`src/rtl/pu_msp430_dbg_uart_host.sv`:
```
// Host-side master for the debug UART link: sends a sync character, then turns single
// register requests into command/data frames and collects read data from the target.
module pu_msp430_dbg_uart_host #(
    parameter int CLK_PER_BIT  = 16,
    parameter int GAP_BITS     = 2,
    parameter int TIMEOUT_BITS = 64
) (
    input  logic        dbg_clk,
    input  logic        dbg_rst,
    output logic        dbg_uart_txd,
    input  logic        dbg_uart_rxd,
    output logic        sync_done,
    input  logic        req_valid,
    output logic        req_ready,
    input  logic        req_wr,
    input  logic        req_bw,
    input  logic [5:0]  req_addr,
    input  logic [15:0] req_wdata,
    output logic        rsp_valid,
    output logic [15:0] rsp_rdata,
    output logic        rsp_err
);

    localparam int CW          = $clog2(CLK_PER_BIT);
    localparam int FRAME_BITS  = 10;
    localparam int SEQ_BITS    = FRAME_BITS + GAP_BITS;
    localparam int IW          = $clog2(SEQ_BITS + 1);
    localparam int TW          = (TIMEOUT_BITS > 1) ? $clog2(TIMEOUT_BITS) : 1;
    localparam int SYNC_STAGES = 2;

    localparam logic [CW-1:0] CYC_LAST     = CW'(CLK_PER_BIT - 1);
    localparam logic [CW-1:0] CYC_HALF     = CW'(CLK_PER_BIT / 2 - 1);
    localparam logic [IW-1:0] IDX_STOP     = IW'(FRAME_BITS - 1);
    localparam logic [IW-1:0] IDX_LAST     = IW'(SEQ_BITS - 1);
    localparam logic [IW-1:0] IDX_PRE_LAST = IW'(GAP_BITS - 1);
    localparam logic [TW-1:0] TO_LAST      = TW'(TIMEOUT_BITS - 1);
    localparam logic [7:0]    SYNC_CHAR    = 8'h80;

    typedef enum logic [2:0] {
        ST_SYNC,
        ST_IDLE,
        ST_TX_CMD,
        ST_TX_D0,
        ST_TX_D1,
        ST_RX_D0,
        ST_RX_D1
    } state_t;

    state_t            state_reg;
    logic              sync_done_reg;
    logic              sync_frame_reg;
    logic [CW-1:0]     cyc_reg;
    logic [IW-1:0]     idx_reg;
    logic [8:0]        tx_shift_reg;
    logic              txd_reg;
    logic              wr_reg;
    logic              bw_reg;
    logic [15:0]       wdata_reg;

    logic [SYNC_STAGES-1:0] rx_sync_reg;
    logic              rx_prev_reg;
    logic              rx_busy_reg;
    logic [CW-1:0]     rx_cyc_reg;
    logic [3:0]        rx_bit_reg;
    logic [7:0]        rx_shift_reg;
    logic [7:0]        rx_b0_reg;
    logic              rx_ferr_reg;
    logic [TW-1:0]     to_reg;

    logic              rsp_valid_reg;
    logic [15:0]       rsp_rdata_reg;
    logic              rsp_err_reg;

    logic              rx_s;
    logic              tx_state;
    logic              bit_end;
    logic              seq_end;
    logic              stop_end;
    logic              to_phase;

    assign rx_s     = rx_sync_reg[SYNC_STAGES-1];
    assign tx_state = (state_reg == ST_SYNC) || (state_reg == ST_TX_CMD) ||
                      (state_reg == ST_TX_D0) || (state_reg == ST_TX_D1);
    assign bit_end  = (cyc_reg == CYC_LAST);
    assign seq_end  = bit_end && (idx_reg == IDX_LAST);
    assign stop_end = bit_end && (idx_reg == IDX_STOP);
    // The timeout runs while hunting and while a candidate start bit is re-checked.
    assign to_phase = !rx_busy_reg || (rx_bit_reg == 4'd0);

    assign dbg_uart_txd = txd_reg;
    assign sync_done    = sync_done_reg;
    assign req_ready    = sync_done_reg && (state_reg == ST_IDLE);
    assign rsp_valid    = rsp_valid_reg;
    assign rsp_rdata    = rsp_rdata_reg;
    assign rsp_err      = rsp_err_reg;

    always_ff @(posedge dbg_clk or posedge dbg_rst) begin
        if (dbg_rst) begin
            rx_sync_reg <= '1;
            rx_prev_reg <= 1'b1;
        end else begin
            rx_sync_reg <= {rx_sync_reg[SYNC_STAGES-2:0], dbg_uart_rxd};
            rx_prev_reg <= rx_s;
        end
    end

    always_ff @(posedge dbg_clk or posedge dbg_rst) begin
        if (dbg_rst) begin
            state_reg      <= ST_SYNC;
            sync_done_reg  <= 1'b0;
            sync_frame_reg <= 1'b0;
            cyc_reg        <= '0;
            idx_reg        <= '0;
            tx_shift_reg   <= '1;
            txd_reg        <= 1'b1;
            wr_reg         <= 1'b0;
            bw_reg         <= 1'b0;
            wdata_reg      <= '0;
            rx_busy_reg    <= 1'b0;
            rx_cyc_reg     <= '0;
            rx_bit_reg     <= '0;
            rx_shift_reg   <= '0;
            rx_b0_reg      <= '0;
            rx_ferr_reg    <= 1'b0;
            to_reg         <= '0;
            rsp_valid_reg  <= 1'b0;
            rsp_rdata_reg  <= '0;
            rsp_err_reg    <= 1'b0;
        end else begin
            rsp_valid_reg <= 1'b0;

            // Shared bit timing: the shifter back-fills ones so stop and gap bits stay high.
            if (tx_state) begin
                if (bit_end) begin
                    cyc_reg      <= '0;
                    idx_reg      <= idx_reg + IW'(1);
                    txd_reg      <= tx_shift_reg[0];
                    tx_shift_reg <= {1'b1, tx_shift_reg[8:1]};
                end else begin
                    cyc_reg <= cyc_reg + CW'(1);
                end
            end

            case (state_reg)
                ST_SYNC: begin
                    if (!sync_frame_reg && bit_end && (idx_reg == IDX_PRE_LAST)) begin
                        sync_frame_reg <= 1'b1;
                        txd_reg        <= 1'b0;
                        tx_shift_reg   <= {1'b1, SYNC_CHAR};
                        cyc_reg        <= '0;
                        idx_reg        <= '0;
                    end else if (sync_frame_reg && seq_end) begin
                        sync_done_reg <= 1'b1;
                        state_reg     <= ST_IDLE;
                    end
                end

                ST_IDLE: begin
                    if (req_valid && req_ready) begin
                        wr_reg       <= req_wr;
                        bw_reg       <= req_bw;
                        wdata_reg    <= req_wdata;
                        txd_reg      <= 1'b0;
                        tx_shift_reg <= {1'b1, req_wr, req_bw, req_addr};
                        cyc_reg      <= '0;
                        idx_reg      <= '0;
                        state_reg    <= ST_TX_CMD;
                    end
                end

                ST_TX_CMD: begin
                    if (!wr_reg && stop_end) begin
                        cyc_reg     <= '0;
                        to_reg      <= '0;
                        rx_busy_reg <= 1'b0;
                        rx_ferr_reg <= 1'b0;
                        state_reg   <= ST_RX_D0;
                    end else if (wr_reg && seq_end) begin
                        txd_reg      <= 1'b0;
                        tx_shift_reg <= {1'b1, wdata_reg[7:0]};
                        cyc_reg      <= '0;
                        idx_reg      <= '0;
                        state_reg    <= ST_TX_D0;
                    end
                end

                ST_TX_D0: begin
                    if (seq_end) begin
                        if (bw_reg) begin
                            rsp_valid_reg <= 1'b1;
                            rsp_err_reg   <= 1'b0;
                            state_reg     <= ST_IDLE;
                        end else begin
                            txd_reg      <= 1'b0;
                            tx_shift_reg <= {1'b1, wdata_reg[15:8]};
                            cyc_reg      <= '0;
                            idx_reg      <= '0;
                            state_reg    <= ST_TX_D1;
                        end
                    end
                end

                ST_TX_D1: begin
                    if (seq_end) begin
                        rsp_valid_reg <= 1'b1;
                        rsp_err_reg   <= 1'b0;
                        state_reg     <= ST_IDLE;
                    end
                end

                ST_RX_D0, ST_RX_D1: begin
                    if (to_phase) begin
                        if (bit_end) begin
                            cyc_reg <= '0;
                            to_reg  <= to_reg + TW'(1);
                        end else begin
                            cyc_reg <= cyc_reg + CW'(1);
                        end
                    end

                    if (to_phase && bit_end && (to_reg == TO_LAST)) begin
                        rsp_valid_reg <= 1'b1;
                        rsp_err_reg   <= 1'b1;
                        rsp_rdata_reg <= '0;
                        rx_busy_reg   <= 1'b0;
                        state_reg     <= ST_IDLE;
                    end else if (!rx_busy_reg) begin
                        if (rx_prev_reg && !rx_s) begin
                            rx_busy_reg <= 1'b1;
                            rx_cyc_reg  <= '0;
                            rx_bit_reg  <= '0;
                        end
                    end else if (rx_bit_reg == 4'd0) begin
                        // Half-bit re-check filters glitches shorter than half a bit.
                        if (rx_cyc_reg == CYC_HALF) begin
                            if (rx_s) begin
                                rx_busy_reg <= 1'b0;
                            end else begin
                                rx_bit_reg <= 4'd1;
                                rx_cyc_reg <= '0;
                            end
                        end else begin
                            rx_cyc_reg <= rx_cyc_reg + CW'(1);
                        end
                    end else if (rx_cyc_reg == CYC_LAST) begin
                        rx_cyc_reg <= '0;
                        if (rx_bit_reg == 4'd9) begin
                            rx_busy_reg <= 1'b0;
                            cyc_reg     <= '0;
                            to_reg      <= '0;
                            if ((state_reg == ST_RX_D0) && !bw_reg) begin
                                rx_b0_reg   <= rx_shift_reg;
                                rx_ferr_reg <= rx_ferr_reg | ~rx_s;
                                state_reg   <= ST_RX_D1;
                            end else begin
                                rsp_valid_reg <= 1'b1;
                                rsp_err_reg   <= rx_ferr_reg | ~rx_s;
                                rsp_rdata_reg <= bw_reg ? {8'h00, rx_shift_reg}
                                                        : {rx_shift_reg, rx_b0_reg};
                                state_reg     <= ST_IDLE;
                            end
                        end else begin
                            rx_shift_reg <= {rx_s, rx_shift_reg[7:1]};
                            rx_bit_reg   <= rx_bit_reg + 4'd1;
                        end
                    end else begin
                        rx_cyc_reg <= rx_cyc_reg + CW'(1);
                    end
                end

                default: state_reg <= ST_IDLE;
            endcase
        end
    end

endmodule
```
`config.mk`:
```
export PLATFORM = sky130hd
export DESIGN_NAME = pu_msp430_dbg_uart_host
export DESIGN_NICKNAME = d
export VERILOG_FILES = /design/src/rtl/pu_msp430_dbg_uart_host.sv
export SDC_FILE = /design/constraint.sdc
export NUM_CORES = 1
export LEC_CHECK = 0
export ABC_AREA = 1
export BUFFER_PORTS_ARGS = -buffer_cell sky130_fd_sc_hd__buf_4
export CORE_ASPECT_RATIO = 1.75
export CORE_MARGIN = 1
export CORE_UTILIZATION = 45
export CTS_CLUSTER_SIZE = 14
export DETAILED_ROUTE_END_ITERATION = 12
export PLACE_DENSITY = 0.69
export SYNTH_ARGS = -nofsm -noshare
export SYNTH_HDL_FRONTEND = slang
export SYNTH_SLANG_ARGS = --single-unit
```
`constraint.sdc`:
```
create_clock -name dbg_clk -period 5.43 [get_ports dbg_clk]
set_input_delay 1.3575 -clock dbg_clk [delete_from_list [all_inputs] [get_ports dbg_clk]]
set_output_delay 1.3575 -clock dbg_clk [all_outputs]
set_load 0.05 [all_outputs]
```
Yosys cells after proc, flatten, opt, wreduce, memory -nomap -nowiden
Cells that the tools add are included.
{"block": "op_classes", "n_reduce_logical": 43, "n_bitwise": 6, "eq_ne": 40, "n_mux": 122, "div": 0, "shifts": 0, "multipliers": 0, "addsub": 5, "order_cmp": 0}
{"op": "4-bit 2-to-1 mux", "n": 34}
{"op": "16-bit 2-to-1 mux", "n": 7}
{"op": "9-bit 2-to-1 mux", "n": 8}
{"op": "6-bit 2-to-1 mux", "n": 8}
{"op": "3-bit 2-to-1 mux", "n": 14}
{"op": "1-bit 2-to-1 mux", "n": 41}
{"op": "9-bit one-hot mux with 4 select lines", "n": 1}
{"op": "2-bit != test (second input constant)", "n": 12}
{"op": "3-bit != test (second input constant)", "n": 7}
{"op": "4-bit equality test (second input constant)", "n": 5}
{"op": "4-bit one-hot mux with 5 select lines", "n": 1}
{"op": "3-bit one-hot mux with 6 select lines", "n": 1}
{"op": "4-bit by 1-bit adder with 4-bit output (second input constant)", "n": 4}
{"op": "4-bit one-hot mux with 4 select lines", "n": 1}
{"op": "7-bit AND reduction", "n": 2}
{"op": "1-bit logical AND", "n": 13}
{"op": "6-bit one-hot mux with 2 select lines", "n": 1}
{"op": "6-bit AND reduction", "n": 2}
{"op": "10-bit AND reduction", "n": 1}
{"op": "2-bit nonzero test", "n": 5}
{"op": "3-bit equality test (second input constant)", "n": 3}
{"op": "9-bit AND reduction", "n": 1}
{"op": "8-bit AND reduction", "n": 1}
{"op": "6-bit by 1-bit adder with 6-bit output (second input constant)", "n": 1}
{"op": "other kinds (23)", "n": 42}
{"block": "word_totals", "word_cells": 238, "rom_bits": 0, "latchBits": 0, "mem_count": 0, "ramBits": 0, "reg_bits": 94, "in_bits": 28, "output_inout_bits": 21}

Depth between registers and ports, before layout
{"block": "logic_depth", "depth_word": 12, "mapped_depth": 12, "mapped_depth_nobuf": 11}

Worst setup path before layout
Ideal clock, no wire load.
{"block": "synth_path", "kind": "register to output", "from": "register sync_done_reg (netlist: sync_done)", "to": "output port req_ready", "n_path_buf": 0, "arrival_ps": 1213, "required_time_ps": 4073, "slack_ps": 2859, "path_stages_with_launch": 3, "cell_sequence": "dfrtp_1 -> inv_1 -> nor2_2"}
{"block": "synth_between", "elab_chain_cells": 1}
{"element": "from (decl)", "line_no": "50", "source": "logic sync_done_reg;"}
{"element": "from (signal assigned)", "line_no": "110", "source": "sync_done_reg <= 1'b0;"}
{"element": "from (signal assigned)", "line_no": "153", "source": "sync_done_reg <= 1'b1;"}
{"element": "1-bit logical AND", "line_no": "92", "source": "assign req_ready = sync_done_reg && (state_reg == ST_IDLE);"}
{"element": "to (decl)", "line_no": "14", "source": "output logic req_ready,"}
Every way passes these cells.

Worst setup path in the final report
{"block": "layout_path", "from": "register state_reg[2]", "to": "output port req_ready"}
{"block": "layout_between", "elab_chain_cells": 2}
{"element": "from (decl)", "line_no": "49", "source": "state_t state_reg;"}
{"element": "from (signal assigned)", "line_no": "109", "source": "state_reg <= ST_SYNC;"}
{"element": "from (signal assigned)", "line_no": "154", "source": "state_reg <= ST_IDLE;"}
{"element": "from (signal assigned)", "line_no": "167", "source": "state_reg <= ST_TX_CMD;"}
{"element": "3-bit by 1-bit equality test with 1-bit output", "line_no": "92"}
{"element": "1-bit logical AND", "line_no": "92"}
Every way passes these cells.

==> qor.log <==
INFO  timing         rsz0062_at_grt=no
INFO  clocking       clk_path_buf_depth=2
INFO  power          power_report.internal_total=0.001039W
INFO  grt            grt_antenna_before_repair=0
INFO  synth          netlist_instances=651
INFO  synth          synth_adder_area_share=0.01978
INFO  synth          synth_edf_count=0
INFO  worst_setup_path worstReg2RegStart=cyc_reg[0]$_DFF_PP0_
INFO  timing         fin_worst_skew=0.005561ns
INFO  grt            grt_max_degree=54
INFO  synth          synth_mux_area_frac=0
INFO  route          drt_first_iter_violations=212
INFO  power          leakage=2.861nW
INFO  timing         finalHoldViolCount=0
INFO  floorplan      core_region_area=10820um2
INFO  synth          synth.ff_latch_count=94
INFO  worst_setup_path regToRegSetupSlack=3.30ns
INFO  power          ir_drop=0.1856mV
INFO  synth          yosysSeqAreaShare=0.4681
INFO  worst_setup_path timing.reg2reg.worst_path_depth=8
INFO  synth          yosysWarnings=0
INFO  outcome        run_status=complete, no violations
INFO  grt            grt-ovfl-total=0
INFO  synth          synth.lib_cells_used.distinct=33
INFO  synth          synth_largest_type_area_fraction=0.4006
INFO  placement      globalplace.congestion=0.8411
INFO  floorplan      dieArea=11690um2
INFO  min_path       holdCritPathClass=reg2reg
INFO  worst_setup_path critical_path_arrival=1.47ns
INFO  placement      numPortBuffers=48
INFO  final_layout   areaGrowthSynthToFinish=13.50%
INFO  floorplan      rows=50
INFO  clocking       clk_pin_slew_worst_paths=0.07ns
INFO  timing         timing_worst_slew_pin_value=0.9134ns
INFO  final_layout   layout-drive-gt1-share=0.1724
INFO  worst_setup_path worstPathRequired=4.07ns
INFO  synth          largest_family_of_logic_cells_by_synthesized_area=simple AND/OR/NAND/NOR gates
INFO  clocking       clock_insertion_delay_worst_skew=0.35ns
INFO  route          detail_route.drc_violations=0
INFO  worst_setup_path critical_path.startpoint=state_reg[2]$_DFFE_PP0P_
INFO  synth          synth-main-ff-cell=sky130_fd_sc_hd__dfrtp_1
INFO  timing         max_freq=0.3532GHz
INFO  synth          largest_cells_by_area_after_synthesis=sky130_fd_sc_hd__dfrtp_1 (40%), sky130_fd_sc_hd__nand2_1 (16%), sky130_fd_sc_hd__dfstp_2 (6.8%)
INFO  power          netSwitchingPower=0.0002875W
INFO  final_layout   num_antenna_cells=0
INFO  synth          simple_gate_fraction_of_synth_area=0.3195
INFO  clocking       ctsRootBufferMaster=sky130_fd_sc_hd__clkbuf_16
INFO  synth          syn_area_cell=7.772um2
INFO  synth          synth-compound-area-share=0.1048
INFO  timing         setup_tns=0ns
INFO  worst_setup_path crit_path_max_fanout=11
INFO  floorplan      chipHeight=142.3um
INFO  floorplan      initial_utilization=0.4675
INFO  worst_setup_path endpoint_of_the_worst_slack_reg_to_reg_timing_path=rsp_rdata[7]$_DFFE_PP0P_
INFO  power          power.density_cell_area=230.9nW/um2
INFO  clocking       cts_buffers=9
INFO  grt            groute.usage.overall=0.2173
INFO  clocking       post_cts_buffers=0
INFO  power          seq_power_share=0.530
INFO  synth          async_flop_share=1.000
INFO  timing         setup_viol=0
INFO  route          wl_per_cell=13.80um
INFO  placement      placed_cells_incl_taps=810
INFO  power          clockPowerShare=0.447
INFO  flow_run       maxCapViolations=0
INFO  route          totalWireLength=11400um
INFO  synth          mappedNetlistNets=687
INFO  route          via_per_inst=5.252
INFO  grt            grt_pass1_vias=4305
INFO  clocking       htree_levels=3
INFO  route          vias=4338
INFO  synth          yosysTopAreaCell=sky130_fd_sc_hd__dfrtp_1
INFO  timing         timing.final.crit_share=0.5214
INFO  power          netSwitchingFraction=0.2168
INFO  route          drtAntennaViolNets=0
INFO  synth          yosysMostFrequentCell=sky130_fd_sc_hd__nand2_1
INFO  clocking       post_cts.resized_instances=0
INFO  clocking       tritoncts=built
INFO  timing         final_count_of_pins_violating_max_slew=0
INFO  clocking       cts_hold_buf=0
INFO  final_layout   fill_cells=1038
INFO  worst_setup_path timing.setup.critical_path_class=reg2out
INFO  min_path       hold-path-cell-count=0
INFO  placement      dp_hpwl=8480um
INFO  timing         post-route-min-period=2.831ns
INFO  route          drt_pass1_iterations=5
INFO  worst_setup_path startpoint_type_of_the_worst_setup_path=register
INFO  synth          syn_area=5060um2
INFO  floorplan      pin_count=49
INFO  clocking       cts_sinks=94
INFO  synth          synth_xor_xnor_area_share=0.01558
INFO  synth          synth_top_cells_by_count=sky130_fd_sc_hd__nand2_1 (221), sky130_fd_sc_hd__dfrtp_1 (81), sky130_fd_sc_hd__inv_1 (54), sky130_fd_sc_hd__nand3_1 (54), sky130_fd_sc_hd__o21ai_1 (45)
INFO  worst_setup_path cp-endpoint=req_ready
INFO  final_layout   layout.nets=727
INFO  grt            first_pass_grt_wire_length=19320um
INFO  power          combinationalPowerShare=0.022
INFO  final_layout   finalNonFillerCells=826
INFO  timing         relSlewSlack=0.3903
INFO  worst_setup_path critical_path.endpoint_type=output pin
INFO  floorplan      fp.dieW=82.16um
==> worst max-delay path, stage by stage, from the launching register on <==
cell                      delay (ns)
sky130_fd_sc_hd__dfrtp_1        0.53
sky130_fd_sc_hd__inv_2          0.14
sky130_fd_sc_hd__nand2_1        0.12
sky130_fd_sc_hd__nor2_2         0.12
sky130_fd_sc_hd__buf_4          0.21
==> power by group through the flow <==
| stage | clock, W | sequential [W] | combinational, W |
|---|---|---|---|
| 2_1_floorplan | 0 | 0.000716 | 0.0000111 |
| 3_3_place_gp | 0 | 0.000716 | 0.0000307 |
| 3_5_place_dp | 0 | 0.000716 | 0.0000311 |
| 4_1_cts | 0.000605 | 0.000703 | 0.0000313 |
| 5_1_grt | 0.000635 | 0.000703 | 0.0000338 |
| 6_report | 0.000593 | 0.000703 | 0.0000298 |
==> metrics by stage <==
step                       power, W  setup slack (ns)  area (um2)  utilization  hold WS, ns
after floorplan           0.0007269             1.645        5060            -       0.3452
after global placement    0.0007467             2.764        5466       0.5051       0.3610
after detailed placement  0.0007471             2.735        5466       0.5051       0.3585
after CTS                  0.001339             2.592        5743       0.5306       0.3706
after global routing       0.001372             2.493        5743       0.5306       0.3718
final                      0.001326             2.599        5743       0.5306       0.3722
==> cell families (layout without fill, tap and decap cells) <==
kind of cell               count (synthesis)  in the layout
adders and majority gates                  8              8
buffers and inverters                     84            129
and+or+nand+nor                          356            356
AOI/OAI and AO/OA                        100            100
DFF                                       94             94
xor gates and xnor gates                   9              9
==> final cells by class <==
class	instances	area, um2	share of cell area
clock buffer	11	242.7	0.04227
clock inverter	5	33.78	0.005882
inverter	64	241.5	0.04205
multi-input combinational	473	2326	0.4050
sequential	94	2369	0.4124
tap	130	162.7	0.02832
timing repair buffer	49	367.9	0.06405
==> worst min-delay path by stage <==
stage,from,to
6_report,rx_sync_reg[0]$_DFF_PP1_,rx_sync_reg[1]$_DFF_PP1_
5_1_grt,rx_sync_reg[0]$_DFF_PP1_,rx_sync_reg[1]$_DFF_PP1_
4_1_cts,rx_sync_reg[0]$_DFF_PP1_,rx_sync_reg[1]$_DFF_PP1_
3_5_place_dp,rx_sync_reg[0]$_DFF_PP1_,rx_sync_reg[1]$_DFF_PP1_
3_3_place_gp,rx_sync_reg[0]$_DFF_PP1_,rx_sync_reg[1]$_DFF_PP1_
2_1_floorplan,rx_sync_reg[0]$_DFF_PP1_,rx_sync_reg[1]$_DFF_PP1_
==> layout by cell type, fill, tap and decap left out, drive strengths merged <==
cell type | synthesis | final
nand2 | 233 | 233
dfrtp | 81 | 81
o21ai | 77 | 77
inv | 64 | 64
nand3 | 59 | 59
buf | 16 | 49
nor2 | 45 | 45
dfstp | 13 | 13
clkbuf | 4 | 11
a21oi | 10 | 10
o211ai | 9 | 9
xor2 | 8 | 8
ha | 8 | 8
nand4 | 7 | 7
nor3 | 7 | 7
nand3b | 4 | 4
clkinv | 0 | 3
o22ai | 2 | 2
o21bai | 2 | 2
clkinvlp | 0 | 2
xnor2 | 1 | 1
or2 | 1 | 1
==> per-layer routing <==
metal	global-route usage	vias to the layer above	share of wire
met5	0	-	0
met4	0.1080	0	0.036
met3	0.04295	32	0.037
met2	0.3928	120	0.54
met1	0.2308	2001	0.38
li1	-	2185	-
(Power assumes the default switching activity.)
